`config.mk`:
```
export PLATFORM = sky130hd
export DESIGN_NAME = light_seq_monitor
export DESIGN_NICKNAME = d
export VERILOG_FILES = /design/src/rtl/light_seq_monitor.sv
export SDC_FILE = /design/constraint.sdc
export NUM_CORES = 1
export LEC_CHECK = 0
export CORE_UTILIZATION = 35
export CTS_BUF_LIST = sky130_fd_sc_hd__clkbuf_2
export DETAILED_ROUTE_END_ITERATION = 16
export GPL_ROUTABILITY_DRIVEN = 1
export GPL_TIMING_DRIVEN = 0
export PLACE_DENSITY_LB_ADDON = 0.25
export SETUP_SLACK_MARGIN = 0.02
export SYNTH_ARGS = -nofsm -noshare
export SYNTH_HDL_FRONTEND = slang
export SYNTH_SLANG_ARGS = --single-unit
```
`constraint.sdc`:
```
create_clock -name clk_i -period 2.6 [get_ports clk_i]
set_clock_uncertainty 0.2 [all_clocks]
set_input_delay 0.26 -clock clk_i [delete_from_list [all_inputs] [get_ports clk_i]]
set_output_delay 0.26 -clock clk_i [all_outputs]
set_load 0.02 [all_outputs]
```
`src/rtl/light_seq_monitor.sv`:
```
// light_seq_monitor
// Safety observer for the traffic-light controller. It decodes the one-hot
// light drive back into a phase, checks the phase order and the per-phase
// dwell, and latches the first violation as a fault code. It also reports
// the number of completed cycles and the dwell of the phase just left.
module light_seq_monitor #(
    parameter int unsigned TICK_DIV   = 4,
    parameter int unsigned CNT_W      = 8,
    parameter int unsigned MIN_GREEN  = 4,
    parameter int unsigned MIN_YELLOW = 4,
    parameter int unsigned MIN_RED    = 4,
    parameter int unsigned MAX_DWELL  = 200
) (
    input  logic             clk_i,
    input  logic             rst_ni,
    input  logic [2:0]       lights_i,
    input  logic             clr_fault_i,
    output logic [1:0]       phase_o,
    output logic             fault_o,
    output logic [2:0]       fault_code_o,
    output logic [7:0]       cycle_cnt_o,
    output logic [CNT_W-1:0] last_dwell_o
);

    // Prescaler width; at least one bit so TICK_DIV = 1 still elaborates.
    localparam int unsigned PW = (TICK_DIV > 1) ? $clog2(TICK_DIV) : 1;

    localparam logic [2:0] LIGHT_OFF = 3'b000;
    localparam logic [2:0] LIGHT_G   = 3'b100;
    localparam logic [2:0] LIGHT_Y   = 3'b010;
    localparam logic [2:0] LIGHT_R   = 3'b001;

    localparam logic [2:0] FC_NONE  = 3'd0;
    localparam logic [2:0] FC_CODE  = 3'd1;
    localparam logic [2:0] FC_TRANS = 3'd2;
    localparam logic [2:0] FC_SHORT = 3'd3;
    localparam logic [2:0] FC_STUCK = 3'd4;

    localparam logic [PW-1:0]    PRESC_LAST = PW'(TICK_DIV - 1);
    localparam logic [CNT_W-1:0] DWELL_SAT  = {CNT_W{1'b1}};
    // The dwell value whose next tick makes it reach MAX_DWELL.
    localparam logic [CNT_W-1:0] STUCK_AT   = CNT_W'(MAX_DWELL - 1);

    typedef enum logic [2:0] {
        ST_INIT   = 3'd0,
        ST_GREEN  = 3'd1,
        ST_YELLOW = 3'd2,
        ST_RED    = 3'd3,
        ST_FAULT  = 3'd4
    } state_e;

    // True when exactly one of the three lamps is driven.
    function automatic logic is_one_hot(input logic [2:0] v);
        return (v == LIGHT_G) || (v == LIGHT_Y) || (v == LIGHT_R);
    endfunction

    // Phase number reported for a given state; FAULT reports no phase.
    function automatic logic [1:0] phase_of(input state_e s);
        logic [1:0] p;
        case (s)
            ST_GREEN:  p = 2'd1;
            ST_YELLOW: p = 2'd2;
            ST_RED:    p = 2'd3;
            default:   p = 2'd0;
        endcase
        return p;
    endfunction

    logic [2:0]       lights_q_r;
    logic [PW-1:0]    presc_r;
    logic             tick_s;
    state_e           state_r;
    state_e           next_state_s;
    state_e           succ_state_s;
    logic [2:0]       cur_code_s;
    logic [2:0]       succ_code_s;
    logic [CNT_W-1:0] min_dwell_s;
    logic [CNT_W-1:0] dwell_r;
    logic [CNT_W-1:0] next_dwell_s;
    logic [CNT_W-1:0] dwell_inc_s;
    logic [2:0]       fault_code_r;
    logic [2:0]       next_code_s;
    logic [7:0]       cycle_cnt_r;
    logic [7:0]       next_cycle_s;
    logic [CNT_W-1:0] last_dwell_r;
    logic [CNT_W-1:0] next_last_s;
    logic [1:0]       phase_r;
    logic             fault_r;

    assign tick_s      = (presc_r == PRESC_LAST);
    assign dwell_inc_s = (dwell_r == DWELL_SAT) ? dwell_r : (dwell_r + {{(CNT_W-1){1'b0}}, 1'b1});

    // Input capture stage and free-running dwell-tick prescaler.
    always_ff @(posedge clk_i or negedge rst_ni) begin
        if (!rst_ni) begin
            lights_q_r <= LIGHT_OFF;
            presc_r    <= '0;
        end else begin
            lights_q_r <= lights_i;
            if (tick_s) begin
                presc_r <= '0;
            end else begin
                presc_r <= presc_r + {{(PW-1){1'b0}}, 1'b1};
            end
        end
    end

    // Per-phase lamp code, legal successor and minimum dwell of the current phase.
    always_comb begin
        cur_code_s   = LIGHT_OFF;
        succ_code_s  = LIGHT_OFF;
        succ_state_s = ST_FAULT;
        min_dwell_s  = '0;
        case (state_r)
            ST_GREEN: begin
                cur_code_s   = LIGHT_G;
                succ_code_s  = LIGHT_Y;
                succ_state_s = ST_YELLOW;
                min_dwell_s  = CNT_W'(MIN_GREEN);
            end
            ST_YELLOW: begin
                cur_code_s   = LIGHT_Y;
                succ_code_s  = LIGHT_R;
                succ_state_s = ST_RED;
                min_dwell_s  = CNT_W'(MIN_YELLOW);
            end
            ST_RED: begin
                cur_code_s   = LIGHT_R;
                succ_code_s  = LIGHT_G;
                succ_state_s = ST_GREEN;
                min_dwell_s  = CNT_W'(MIN_RED);
            end
            default: begin
                cur_code_s   = LIGHT_OFF;
                succ_code_s  = LIGHT_OFF;
                succ_state_s = ST_FAULT;
                min_dwell_s  = '0;
            end
        endcase
    end

    // Next-state, fault classification and dwell/cycle bookkeeping.
    always_comb begin
        next_state_s = state_r;
        next_code_s  = fault_code_r;
        next_dwell_s = dwell_r;
        next_last_s  = last_dwell_r;
        next_cycle_s = cycle_cnt_r;
        case (state_r)
            ST_INIT: begin
                // First entry into a phase: no dwell check and no cycle count.
                case (lights_q_r)
                    LIGHT_OFF: next_state_s = ST_INIT;
                    LIGHT_G: begin
                        next_state_s = ST_GREEN;
                        next_dwell_s = '0;
                    end
                    LIGHT_Y: begin
                        next_state_s = ST_YELLOW;
                        next_dwell_s = '0;
                    end
                    LIGHT_R: begin
                        next_state_s = ST_RED;
                        next_dwell_s = '0;
                    end
                    default: begin
                        next_state_s = ST_FAULT;
                        next_code_s  = FC_CODE;
                    end
                endcase
            end
            ST_GREEN, ST_YELLOW, ST_RED: begin
                if (!is_one_hot(lights_q_r)) begin
                    next_state_s = ST_FAULT;
                    next_code_s  = FC_CODE;
                end else if (lights_q_r == cur_code_s) begin
                    if (tick_s) begin
                        if (dwell_r >= STUCK_AT) begin
                            next_state_s = ST_FAULT;
                            next_code_s  = FC_STUCK;
                        end else begin
                            next_dwell_s = dwell_inc_s;
                        end
                    end else begin
                        next_dwell_s = dwell_r;
                    end
                end else if (lights_q_r != succ_code_s) begin
                    next_state_s = ST_FAULT;
                    next_code_s  = FC_TRANS;
                end else if (dwell_r < min_dwell_s) begin
                    next_state_s = ST_FAULT;
                    next_code_s  = FC_SHORT;
                end else begin
                    next_state_s = succ_state_s;
                    next_last_s  = dwell_r;
                    next_dwell_s = '0;
                    if (state_r == ST_RED) begin
                        next_cycle_s = cycle_cnt_r + 8'd1;
                    end else begin
                        next_cycle_s = cycle_cnt_r;
                    end
                end
            end
            ST_FAULT: begin
                // The lamps are ignored here; only an explicit clear leaves FAULT.
                if (clr_fault_i) begin
                    next_state_s = ST_INIT;
                    next_code_s  = FC_NONE;
                    next_dwell_s = '0;
                end else begin
                    next_state_s = ST_FAULT;
                end
            end
            default: begin
                next_state_s = ST_FAULT;
                next_code_s  = FC_CODE;
            end
        endcase
    end

    // State, dwell and report registers.
    always_ff @(posedge clk_i or negedge rst_ni) begin
        if (!rst_ni) begin
            state_r      <= ST_INIT;
            dwell_r      <= '0;
            fault_code_r <= FC_NONE;
            cycle_cnt_r  <= 8'd0;
            last_dwell_r <= '0;
        end else begin
            state_r      <= next_state_s;
            dwell_r      <= next_dwell_s;
            fault_code_r <= next_code_s;
            cycle_cnt_r  <= next_cycle_s;
            last_dwell_r <= next_last_s;
        end
    end

    // Registered phase/fault flags, decoded from the next state so they track state_r.
    always_ff @(posedge clk_i or negedge rst_ni) begin
        if (!rst_ni) begin
            phase_r <= 2'd0;
            fault_r <= 1'b0;
        end else begin
            phase_r <= phase_of(next_state_s);
            fault_r <= (next_state_s == ST_FAULT);
        end
    end

    assign phase_o      = phase_r;
    assign fault_o      = fault_r;
    assign fault_code_o = fault_code_r;
    assign cycle_cnt_o  = cycle_cnt_r;
    assign last_dwell_o = last_dwell_r;

endmodule

```
# Word-level counts from Yosys, hierarchy flattened
# Index checks and enable logic that the tools add are counted.
# W data, S select, Z words.
# totals
regBits	38
inputBits	6
out_inout_bits	22
wordCells	90
# classes
addsub	3
magnitude_cmp	2
n_eq_ne	27
mux	34
bitwise_logic	3
n_reduce_logical	12
# ops
op	count
$mux W8	9
$mux W3	16
$pmux W3 S3	5
$pmux W8 S3	1
$add A8 B1 Y8 const B	2
$eq A3 B2 Y1 const B	5
$ne A3 B3 Y1 const B	5
$pmux W3 S4	1
$reduce_and A5 Y1	2
$eq A3 B1 Y1 const B	3
$eq A3 B3 Y1 const B	3
$reduce_and A9 Y1	1
$eq A8 B8 Y1 const B	1
$ge A8 B8 Y1 const B	1
$lt A8 B8 Y1	1
$logic_not A3 Y1	2
$ne A2 B2 Y1 const B	3
$pmux W2 S3	1
$reduce_and A6 Y1	1
$reduce_or A3 Y1	2
$ne A5 B2 Y1 const B	1
$ne A4 B3 Y1 const B	1
$ne A4 B4 Y1 const B	1
$reduce_or A4 Y1	1
9 further kinds	12

# Depth between registers and ports, before layout
# Gate-level depths: netlist of run 1.
# depth
depth_word	11
ltp_mapped	9
ltp_nobuf	6

# Worst setup path before layout of run 1
# OpenSTA, ideal clock, no wires.
# synth_path
path_type	register to register
startpoint	register lights_q_r[0]
endpoint	register dwell_r[0]
setup_time_ps	125
t_arrival_ps	2165
t_required_ps	2275
slack_ps	110
stages_incl_launch_ff	10
n_path_buf	3
synth_period_minus_slack_ps	2490
path_cell_list	dfrtp_1 buf_2 or3b_1 a2111oi_2 or2_1 buf_6 a22o_4 or3_1 buf_4 mux2_4
# synth_via
elab_chain_len	5
elab_cells_between_ends	19
classes_between	eq/ne: 12; mux: 3; reduce/logical: 4
# synth_rtl
item	line	rtl
from (decl)	69	logic [2:0] lights_q_r;
from (signal assigned)	99	lights_q_r <= lights_i;
$eq A3 B3 Y1 or $eq A3 B2 Y1 (tied branches)	54, 152	
$logic_or A1 B1 Y1 (2 in series)	54	return (v == LIGHT_G) || (v == LIGHT_Y) || (v == LIGHT_R);
$ne A2 B1 Y1 (no source line)	-	
$reduce_and A9 Y1 (no source line)	-	
to (signal assigned)	231	dwell_r <= next_dwell_s;
to (decl)	78	logic [CNT_W-1:0] dwell_r;
# Several ways; a longest one is shown, not always the timed one. The select of a mux whose other input is x is not followed.
# A chain may end at the register's enable or synchronous reset.

# Worst setup path after layout of run 1
# layout_path
startpoint	register lights_q_r[1]
endpoint	register state_r[1]
# layout_via
elab_chain_len	5
elab_cells_between_ends	13
classes_between	eq/ne: 5; mux: 5; reduce/logical: 3
# layout_rtl
item	line	rtl
$ne A3 B3 Y1, or another cell as far along	187	end else if (lights_q_r != succ_code_s) begin
$mux W3 or $logic_or A1 B1 Y1 (tied branches)	187, 54	
$mux W3 or $logic_or A1 B1 Y1 (tied branches)	176, 54	
$mux W3	173	if (!is_one_hot(lights_q_r)) begin
$pmux W3 S3 *	149	case (state_r)
net next_state_s[1]	73	state_e next_state_s;
to (signal assigned)	230	state_r <= next_state_s;
to (decl)	72	state_e state_r;
# Mark *: on every way through the listed nets, which the timed path passes. The rest lies on a longest branch.

==> results of run 1 <==
## layout make-up
| cell class | count | area (um2) |
|---|---|---|
| clock buffers | 5 | 25.02 |
| clock inverters | 3 | 63.81 |
| well taps | 75 | 93.84 |
| repair buffers | 42 | 380.4 |
| inverters | 5 | 18.77 |
| fillers | 548 | 3098 |
| flip-flops and latches | 38 | 954.7 |
| multi-input cells | 141 | 1186 |
| plain buffers | 12 | 100.1 |
## sequential cells by signal, indices dropped and copies added (netlist names)
signal,flops
state_r,3
presc_r,2
cycle_cnt_o,8
last_dwell_o,8
fault_o,1
phase_o,2
lights_q_r,3
fault_code_o,3
dwell_r,8
## timing repair
item,in CTS,in global routing
buffers inserted,7,7
hold buffers,1,0
setup endpoints to repair,20,22
resized for setup,13,18
endpoints found under the hold margin,38,0
pin swaps,6,8
## placed cells by master (no fill, tap or decap), types with 6 or more instances in the layout
master and count:
dfrtp_1 35, clkdlybuf4s50_1 26, buf_4 15, nor2_1 15
mux2_1 10, nand2_1 9, nand3_1 8, xor2_1 7
buf_6 6, o21ai_1 6
## report_power, final
group	internal [uW]	switching, uW
combinational	255	331
sequential	635	25.3
clock	256	215
total	1150	571
## cell families after synthesis
group | after synthesis | share of synthesized area
fa+ha+maj | 3 | 0.01752
compound gates | 41 | 0.1769
simple gates | 72 | 0.1973
xor+xnor | 11 | 0.04495
mux | 14 | 0.07472
flops | 38 | 0.4437
buf+inv | 18 | 0.04495
## final timing paths
check | start | to | slack, ns | depth (start not counted)
min in group asynchronous | rst_ni | last_dwell_o[1]$_DFFE_PN0P_ | 0.25 | 2
hold / removal | lights_i[0] | lights_q_r[0]$_DFF_PN0_ | 0.05 | 1
max in group asynchronous | rst_ni | lights_q_r[2]$_DFF_PN0_ | 1.37 | 2
setup reg to reg | lights_q_r[1]$_DFF_PN0_ | state_r[1]$_DFF_PN0_ | 0.09 | 8
hold reg to reg | presc_r[0]$_DFF_PN0_ | presc_r[0]$_DFF_PN0_ | 0.24 | 1
setup / recovery | lights_q_r[1]$_DFF_PN0_ | state_r[1]$_DFF_PN0_ | 0.09 | 8
## through the flow
stage,setup TNS (ns),worst slack [ns],cells
after floorplan,0,0.1103,197
after global placement,-1.145,-0.1132,299
after detailed placement,-1.076,-0.1128,299
after CTS,-0.01125,-0.01125,314
after global routing,0,0.02044,321
final,0,0.09108,321
## layer usage
metal	up-vias	GRT usage
met4	0	0.06071
met5	-	0
met1	814	0.2285
li1	824	-
met3	5	0.03750
met2	34	0.2393
==> flow_metrics.py, run 1 <==
metrics = {
    "status": {
        "status": "complete, no violations",
    },
    "floorplan": {
        "start_util": 0.3620,
        "dieHeight_um": 80.26,
        "pin_count": 28,
        "coreArea_mm2": 0.005921,
        "dieArea_mm2": 0.006441,
        "rows": 28,
        "die_w_um": 80.26,
    },
    "layout": {
        "fin_util": 0.4768,
        "area_growth_pct": 31.70,
        "design_area_mm2": 0.002823,
        "fin_nets": 254,
        "drive_gt1_frac": 0.2439,
        "antennaDiodeCount": 0,
    },
    "route": {
        "wirelength_um": 4732,
        "vias_per_cell": 5.224,
        "dr.max_layer_used": "met4",
        "wl_per_cell_um": 14.74,
        "drt-initial-drc-count": 130,
        "drtAntennaViolNets": 0,
        "drc": 0,
        "drtPass1Iterations": 4,
        "wl_met2_um": 2118,
        "vias": 1677,
        "wl_met1_um": 2373,
        "wl_met3_um": 169,
    },
    "synth": {
        "async_reset_ff_frac": 1.000,
        "ys.flop_type": "dfrtp_1",
        "yosys.area.top_type": "dfrtp_1",
        "synth_edf_count": 0,
        "syn_avg_cell_area_um2": 10.88,
        "synth_area_mm2": 0.002143,
        "yosysWarningCount": 0,
        "synth_commonest_cells": "38 x dfrtp_1, 17 x nor2_1, 10 x mux2_1",
        "synthCells": 197,
        "yosys-top-cells-area": "dfrtp_1 44%, mux2_1 5.3%, o41ai_2 3.0%, nor2_1 3.0%, xor2_1 2.9%",
        "synth.ff_latch_count": 38,
        "synth_fp_nets": 206,
        "synth.most_common_cell": "dfrtp_1",
        "ys_seq_area_frac": 0.4437,
        "synth_top_area_share": 0.4437,
        "yosysUniqueCellTypes": 56,
    },
    "worst_setup_path": {
        "cp.arrival_ns": 2.63,
        "cp_top_family": "simple AND/OR/NAND/NOR gates",
        "crit_top_cell": "buf_4",
        "critPathMaxStageDelay_ns": 0.51,
        "crit_chain": "or3b_4 -> a2111oi_4 -> buf_4 -> nor2_2 -> a21oi_2 -> buf_4 -> buf_4 -> a221o_1",
        "critical_path_buf_inv_count": 3,
        "worst_path_max_delay_cell": "nor2_2",
        "critPathKind": "reg2reg",
        "worst-path-max-fanout": 10,
        "cp.required_ns": 2.72,
        "critPathLaunchType": "flip-flop",
        "end_kind": "flip-flop",
    },
    "clocking": {
        "tritoncts_num_sinks": 38,
        "path_clk_slew_ns": 0.21,
        "h-tree-depth": 2,
        "cts_tree": "done",
        "cts_buffers": 5,
        "clockRootBuffer": "clkbuf_2",
        "cts_buffer_depth": 2,
        "clk_latency_ns": 0.41,
    },
    "global_route": {
        "antenna_found_initial": 0,
        "grt_pass1_vias": 1595,
        "grt_usage": 0.1620,
        "grt_max_degree": 39,
        "grt_pass1_wl_um": 7879,
        "overflow": 0,
    },
    "placed_design": {
        "dp_hpwl_um": 3038,
        "placed_cell_area_mm2": 0.002502,
        "gp_congestion": 0.8578,
        "port_buffers": 27,
    },
    "timing": {
        "relSlewSlack": 0.4377,
        "slew_viol_final": 0,
        "post-route-period-util": 0.9650,
        "finalSetupViolations": 0,
        "hold_viol": 0,
        "rsz0062_at_grt": "false",
        "min_period_ns": 2.509,
        "whs_ns": 0.05054,
        "max_slew.worst_pin.slew_ns": 0.8435,
        "max_freq_mhz": 398.6,
    },
    "job": {
        "cap_violations": 0,
    },
    "pwr": {
        "power_leakage_uw": 0.001275,
        "power.total_uw": 1716,
        "powerDensity_mw_per_mm2": 608.1,
        "worst_ir_drop_vdd_v": 0.0002835,
    },
    "worst_hold_path": {
        "min_path_type": "in2reg",
    },
}
No activity file was read; power rests on OpenSTA's default activity.
==> run 2: changes to the inputs <==
--- a/config.mk
+++ b/config.mk
@@ -12,6 +12,8 @@
 export GPL_TIMING_DRIVEN = 0
 export PLACE_DENSITY_LB_ADDON = 0.25
 export SETUP_SLACK_MARGIN = 0.02
+export SKIP_CTS_REPAIR_TIMING = 1
+export SLEW_MARGIN = 20
 export SYNTH_ARGS = -nofsm -noshare
 export SYNTH_HDL_FRONTEND = slang
 export SYNTH_SLANG_ARGS = --single-unit
==> run 2 against run 1 <==
Against the previous run:
- die area stayed put
- combinational power is 2% lower
- global-route usage is 0.65 points lower
- wire length is 1.7% lower
- critical path type unchanged
- setup slack worse by 0.0085 ns
- clock-buffer cell count stayed put
==> flow_metrics.py, run 2 (synthesis gave the netlist of run 1 again) <==
metrics = {
    "pwr": {
        "combPwrFrac": 0.337,
        "worst_ir_drop_vdd_v": 0.0003383,
        "power_frac_clock": 0.276,
        "intPower_uw": 1141,
        "p_sw_frac": 0.3278,
        "powerDensity_mw_per_mm2": 602.9,
        "power_frac_seq": 0.387,
        "p_sw_uw": 556.1,
        "power_leakage_uw": 0.001262,
    },
    "layout": {
        "final_common_cell": "dfrtp_1",
        "drive_gt1_frac": 0.2429,
        "layout_common_cells": "35 x dfrtp_1, 26 x clkdlybuf4s50_1, 15 x nor2_1, 14 x buf_4, 10 x mux2_1",
        "antennaDiodeCount": 0,
        "fin_nets": 255,
        "area_growth_pct": 31.29,
    },
    "worst_setup_path": {
        "cp.required_ns": 2.71,
        "critPathKind": "reg2reg",
        "r2r_start": "lights_q_r[0]$_DFF_PN0_",
        "reg2reg_to": "dwell_r[0]$_DFFE_PN0P_",
        "reg2reg_slack_ns": 0.08,
        "reg2reg_depth": 9,
        "end_kind": "flip-flop",
        "cp.arrival_ns": 2.63,
        "critPathLaunchType": "flip-flop",
        "worst-path-max-fanout": 8,
    },
    "route": {
        "drc": 0,
        "drtPass1Iterations": 4,
        "wl_per_cell_um": 14.44,
        "drt-initial-drc-count": 118,
        "drtAntennaViolNets": 0,
        "vias": 1663,
        "wirelength_um": 4650,
        "vias_per_cell": 5.165,
    },
    "timing": {
        "max_freq_mhz": 397.2,
        "hold_viol": 0,
        "finalSetupViolations": 0,
        "min_period_ns": 2.517,
        "max_slew.worst_pin.slew_ns": 0.6281,
        "relSlewSlack": 0.5808,
        "slew_viol_final": 0,
        "setup_tns_ns": 0,
        "fin_ws_ns": 0.08262,
        "post-route-period-util": 0.9682,
    },
    "placed_design": {
        "port_buffers": 27,
        "dp_hpwl_um": 3122,
        "gp_congestion": 0.8578,
        "pre_cts_ws_ns": -0.1270,
    },
    "job": {
        "cap_violations": 0,
    },
    "floorplan": {
        "dieArea_mm2": 0.006441,
        "start_util": 0.3620,
        "coreArea_mm2": 0.005921,
        "die_w_um": 80.26,
        "rows": 28,
        "dieHeight_um": 80.26,
        "pin_count": 28,
    },
    "clocking": {
        "cts_buffers": 5,
        "clk_latency_ns": 0.40,
        "clockRootBuffer": "clkbuf_2",
        "path_clk_slew_ns": 0.20,
        "h-tree-depth": 2,
        "tritoncts_num_sinks": 38,
        "cts_buffer_depth": 2,
        "cts_tree": "done",
    },
    "global_route": {
        "grt_max_degree": 24,
        "antenna_found_initial": 0,
        "grt_pass1_vias": 1576,
        "overflow": 0,
        "grt_pass1_wl_um": 7624,
        "grt_usage": 0.1555,
    },
    "status": {
        "status": "complete, no violations",
    },
    "worst_hold_path": {
        "min_from": "lights_i[0]",
        "min_path_type": "in2reg",
        "min_to": "lights_q_r[0]$_DFF_PN0_",
        "holdPathStages": 1,
    },
}
[run 2: how the worst max path moves through the flow]
stage                            startpoint                endpoint  cells after the start
floorplan           lights_q_r[0]$_DFF_PN0_  dwell_r[0]$_DFFE_PN0P_                      9
global placement     dwell_r[4]$_DFFE_PN0P_  dwell_r[0]$_DFFE_PN0P_                      7
detailed placement     state_r[0]$_DFF_PN0_  dwell_r[0]$_DFFE_PN0P_                      8
CTS                    state_r[0]$_DFF_PN0_  dwell_r[0]$_DFFE_PN0P_                      8
global route        lights_q_r[0]$_DFF_PN0_  dwell_r[0]$_DFFE_PN0P_                      9
finish              lights_q_r[0]$_DFF_PN0_  dwell_r[0]$_DFFE_PN0P_                      9
[run 2: per-layer routing]
| layer | vias to the layer above | track usage | share of wire |
|---|---|---|---|
| met1 | 795 | 0.2159 | 0.50 |
| met3 | 5 | 0.03182 | 0.036 |
| met4 | 0 | 0.06607 | 0.014 |
| met2 | 33 | 0.2333 | 0.45 |
| met5 | - | 0 | 0 |
| li1 | 830 | - | - |
[run 2: stage by stage]
step | area, um2 | power (uW) | utilization | hold WS, ns | cells
6_report | 2814 | 1697 | 0.4753 | 0.06531 | 322
5_1_grt | 2814 | 1785 | 0.4753 | 0.05278 | 322
4_1_cts | 2619 | 1631 | 0.4423 | -0.4404 | 308
3_5_place_dp | 2530 | 1158 | 0.4273 | 0.02891 | 300
3_3_place_gp | 2507 | 1157 | 0.4235 | 0.2128 | 299
2_1_floorplan | 2143 | 1006 | - | -0.2356 | 197
[run 2: cell type report]
| class | instances | area, um2 |
|---|---|---|
| Inverter | 5 | 18.77 |
| Clock inverter | 3 | 63.81 |
| Tap cell | 75 | 93.84 |
| Clock buffer | 5 | 25.02 |
| Sequential cell | 38 | 954.7 |
| Multi-Input combinational cell | 141 | 1159 |
| Timing Repair Buffer | 42 | 400.4 |
| Fill cell | 544 | 3107 |
| Buffer | 13 | 98.84 |
[run 2: worst max-delay path, stage by stage, from the launching register on]
cell and delay, ns:
dfrtp_1 0.41, buf_4 0.16, or3b_4 0.39, a2111oi_4 0.31, or2_1 0.17, buf_6 0.11, a22o_4 0.13, or3_1 0.11
buf_6 0.14, mux2_4 0.30
[run 2: power by group through the flow]
| stage | registers, uW | clock network [uW] | logic [uW] |
|---|---|---|---|
| after CTS | 659 | 480 | 491 |
| after detailed placement | 669 | 0 | 489 |
| after floorplan | 701 | 0 | 305 |
| after global routing | 664 | 498 | 623 |
| final | 657 | 468 | 572 |
| after global placement | 669 | 0 | 488 |
==> run 3: changes to the inputs <==
--- a/config.mk
+++ b/config.mk
@@ -8,7 +8,6 @@
 export CORE_UTILIZATION = 35
 export CTS_BUF_LIST = sky130_fd_sc_hd__clkbuf_2
 export DETAILED_ROUTE_END_ITERATION = 16
-export GPL_ROUTABILITY_DRIVEN = 1
 export GPL_TIMING_DRIVEN = 0
 export PLACE_DENSITY_LB_ADDON = 0.25
 export SETUP_SLACK_MARGIN = 0.02
==> results of run 3 <==
The final DEF is identical to that of run 2; final timing and power are the same.
==> variant 1, RTL diff (flow settings as in run 2) <==
Reset style: synchronous (`rst_ni`), changed in 3 clocked blocks.
--- a/src/rtl/light_seq_monitor.sv
+++ b/src/rtl/light_seq_monitor.sv
@@ -92,5 +92,5 @@
 
     // Input capture stage and free-running dwell-tick prescaler.
-    always_ff @(posedge clk_i or negedge rst_ni) begin
+    always_ff @(posedge clk_i) begin
         if (!rst_ni) begin
             lights_q_r <= LIGHT_OFF;
@@ -220,5 +220,5 @@
 
     // State, dwell and report registers.
-    always_ff @(posedge clk_i or negedge rst_ni) begin
+    always_ff @(posedge clk_i) begin
         if (!rst_ni) begin
             state_r      <= ST_INIT;
@@ -237,5 +237,5 @@
 
     // Registered phase/fault flags, decoded from the next state so they track state_r.
-    always_ff @(posedge clk_i or negedge rst_ni) begin
+    always_ff @(posedge clk_i) begin
         if (!rst_ni) begin
             phase_r <= 2'd0;
Check against the original RTL: differs if rst_ni is asserted again (counterexample within 4 cycles, from zero or initial values and one cycle with rst_ni low); with rst_ni held inactive, the same outputs for 10 cycles.
==> variant 1 against run 2 <==
Sequential share of layout area decreased by 4.4 points; final area down 8.1%; synthesized cell count grew 26%; combinational power down 46%; sequential cell count did not move; total power decreased by 28%; wire length rose by 14%; synthesized area down 5.3%; worst setup slack worse by 0.0075 ns; largest power group unchanged.
==> variant 1: results (changes against run 2) <==
- Met3 GRT Util: 3.60% (+0.42 points)
- Vias in the first global route: 1,825 (+16%)
- H-tree depth: 2 (unchanged)
- Nets@finish: 297 (+16%)
- Met1 WL: 2590 µm (+11%)
- Slowest stage delay, CP: 0.47 ns (+0.06 ns)
- Clock latency on the worst-skew pair: 0.42 ns (+0.02 ns)
- Syn nets: 257 (+25%)
- CTS Buffer Depth: 2 (unchanged)
- Antenna violations before repair: 0 (unchanged)
- Drt via density: 5.49 (+6.4%)
- Met1 usage: 25.0% (+3.4 points)
- Synth Area in Adders: 2.34% (+0.59 points)
- Avg Synthesized Cell Area: 8.19 µm² (-25%)
- Status: complete, no violations
- Crit path DAT: 2.63 ns (about the same)
- CTS root buf: clkbuf_2
- DR WL met2: 2460 µm (+19%)
- Synth Area in Compound Gates: 21.0% (+3.3 points)
- Mux contribution to synthesized area: 2.96% (-4.5 points)
- First-pass GRT wire length: 8820 µm (+16%)
- Final cell count without fillers: 361 (+12%)
- Yosys warns: 0 (unchanged)
- Wire length on met3: 192 µm (+14%)
- GRT overflow: 0 (unchanged)
- Post-synth cell types: 55 (-1.8%)
- CP max stage cell: a2111o_1
- RePlAce Congestion: 0.870 (+1.4%)
- Async SR Flop Fraction: 0% (-100 points)
- Port Buffers: 27 (unchanged)
- Xor-xnor portion of the synthesized cell area: 0.863% (-3.6 points)
- Largest net degree at the start of global routing: 13 (-46%)
- ANT cells: 0 (unchanged)
- Placed insts: 347 (+16%)
- Fraction of layout cells with a size suffix above 1: 14.2% (-10 points)
- Pre-CTS WS: -0.169 ns (-0.0424 ns)
- CP top delay family: compound AO/OA/AOI/OAI gates
- Initial DRC count: 98 (-17%)
- DP Wirelength: 3660 µm (+17%)
- Top cells by area, synth: dfxtp_1, nand2_1, a21oi_1, nand3_1, mux2i_1
- Detailed Routing Iterations Pass 1: 4 (unchanged)
- DRT Wirelength: 5320 µm (+14%)
- GR Util met2: 27.8% (+4.5 points)
- Worst VDD drop: 0.000238 V (-30%)
- Least-Margin Pin Slew: 0.745 ns (+0.117 ns)
- Clock transition at path regs: 0.25 ns (+0.05 ns)
- Gr usage total: 18.2% (+2.7 points)
- Commonest cells in the netlist: nand2_1, dfxtp_1, a21oi_1, nand3_1, nor2_1
- CTS buffer count: 5 (unchanged)
- Highest routed layer: met4
- Worst Path Max Fanout: 10 (+2)
- Post-synthesis sequential area ratio: 37.5% (-6.9 points)
- Static Leak: 0.842 nW (-33%)
- HP Class: input port to flip-flop
variant 1: cell types whose count changed in the layout (fill, tap and decap cells not counted), sizes merged, moves of 10 or more:
cell   change
a21oi     +10
buf       -10
dfxtp     +38
nand2     +31
mux2      -13
dfrtp     -38
variant 1: path summary, 6_finish.rpt:
path	start	to	slack, ns	cells past startpoint
worst max-delay path	state_r[1]$_SDFF_PN0_	dwell_r[5]$_SDFFE_PN0P_	0.08	8
worst min-delay path	lights_i[1]	lights_q_r[1]$_SDFF_PN0_	0.16	2
worst max register to register	state_r[1]$_SDFF_PN0_	dwell_r[5]$_SDFFE_PN0P_	0.08	8
worst min register to register	presc_r[0]$_SDFF_PP0_	presc_r[0]$_SDFF_PP0_	0.25	1
variant 1: power breakdown:
part           internal, mW  switching, mW  total (mW)
clock network        0.0612          0.223       0.285
registers             0.607         0.0149       0.622
logic                 0.123          0.184       0.307
total                 0.791          0.423        1.21
variant 1: cells by family (layout without fill, tap and decap cells):
kind of cell,Yosys count,count (layout)
AND/OR/NAND/NOR,118,118
AO/OA/AOI/OAI,59,59
flip-flops,38,38
buffers and inverters,21,62
multiplexers,6,6
adder cells (fa/ha/maj),4,4
XOR/XNOR,2,2
variant 1: cell type report:
type                       count  area, µm²
multi-input combinational    189       1270
buffer                        16       85.1
sequential                    38        763
clock buffer                   5       25.0
inverter                       5       22.5
tap                           72       90.1
clock inverter                 3       16.3
fill                         565       2960
timing repair buffer          33        315
variant 1: per-stage QoR:
step	instance area, µm²	setup TNS [ns]	power (mW)
6_report	2580	0	1.21
5_1_grt	2580	-0.153	1.27
4_1_cts	2430	-3.04	1.17
3_5_place_dp	2390	-2.10	0.893
3_3_place_gp	2390	-2.52	0.891
2_1_floorplan	2030	0	0.815
==> variant 2, RTL diff (settings of run 2) <==
Without the edit above. `MAX_DWELL`: 200 -> 100.
--- a/src/rtl/light_seq_monitor.sv
+++ b/src/rtl/light_seq_monitor.sv
@@ -10,5 +10,5 @@
     parameter int unsigned MIN_YELLOW = 4,
     parameter int unsigned MIN_RED    = 4,
-    parameter int unsigned MAX_DWELL  = 200
+    parameter int unsigned MAX_DWELL  = 100
 ) (
     input  logic             clk_i,
Behaviour: no difference found for any inputs over 10 cycles, from zero or initial values and one cycle with rst_ni low; that may be too few to reach the edited logic, so the function may still have changed.
==> variant 2 against run 2 <==
Worst setup slack gained 0.011 ns; synthesized cell count shrank 7.1%; sequential cell count stayed put; global-route usage is 1.5 points lower; clock power fell by 4%; total power down 7.6%; synthesized area is 4.9% lower; wire length is 16% lower; final area is 8.8% lower.
==> variant 2: results (changes against run 2) <==
- DP Wirelength: 2820 µm (-9.7%)
- Status: complete, no violations
- Vias in the first global route: 1,432 (-9.1%)
- Inverters: 4 (-1)
- Final clock-cell share: 3.46% (+0.30 points)
- DR vias: 1,529 (-8.1%)
- Mux contribution to synthesized area: 7.61% (+0.14 points)
- Final cell count without fillers: 296 (-8.1%)
- Multi-input gate share of total cell area: 40.9% (-0.24 points)
- Highest achievable clock rate: 399 MHz (+0.44%)
- Gr usage total: 14.0% (-1.5 points)
- Power density over the cells: 610 nW/µm² (+1.2%)
- Pre-CTS WS: 0.113 ns (+0.240 ns)
- CP startpoint: dwell_r[4]$_DFFE_PN0P_
- FFs & Latches: 38 (unchanged)
- Top cells by area, synth: dfrtp_1, mux2_2, xor2_1, nand2b_1, nand2_1
- Relative slew slack: 66.5% (+8.4 points)
- Critical Path Sink: dwell_r[2]$_DFFE_PN0P_
- Hold Path Origin: lights_i[2]
- Register area: 952 µm² (-0.26%)
- Static Leak: 1.11 nW (-12%)
- Hold WS: 0.0840 ns (+0.0186 ns)
- Bufs w/o clock: 41 (-25%)
- Xor-xnor portion of the synthesized cell area: 3.87% (-0.63 points)
- NetSw: 490 µW (-12%)
- Post-synth cell types: 58 (+3.6%)
- Largest net degree at the start of global routing: 25 (+4.2%)
- Area of the multi-input gates: 1050 µm² (-9.3%)
- Worst reg2reg endpoint: dwell_r[2]$_DFFE_PN0P_
- Nets@finish: 232 (-9.0%)
- #MultiIn Comb: 133 (-5.7%)
- DRT Wirelength: 3910 µm (-16%)
- Fillers: 547 (+0.55%)
- Synth Area in Compound Gates: 17.5% (-0.19 points)
- Commonest cells in the netlist: dfrtp_1, nand2_1, mux2_2, o21ai_0
- Syn nets: 192 (-6.8%)
- Cell Area, Placed: 2410 µm² (-4.6%)
[variant 2: cell count changes in the layout (fill, tap and decap cells not counted), moves of 7 or more]
| cell | before | now |
|---|---|---|
| mux2_2 | 2 | 9 |
| buf_4 | 14 | 5 |
| nand2b_1 | 1 | 8 |
| nor2_1 | 15 | 8 |
| mux2_1 | 10 | 3 |
| o21ai_0 | 1 | 9 |
[variant 2: worst max-delay path, cell delays in order, from the launching register on]
cell,delay [ns]
dfrtp_1,0.47
or3_4,0.42
nor4_4,0.24
buf_4,0.20
o21ai_1,0.12
o31ai_4,0.41
buf_4,0.18
o21ai_0,0.08
a21boi_1,0.13
[variant 2: routing by layer]
metal / vias up / global-route usage (%) / part of all wire (%)
met5: - / 0 / 0
met3: 5 / 3.84 / 3.9
met1: 742 / 20.3 / 51
met2: 27 / 20.3 / 44
li1: 755 / - / -
met4: 0 / 4.26 / 1.0
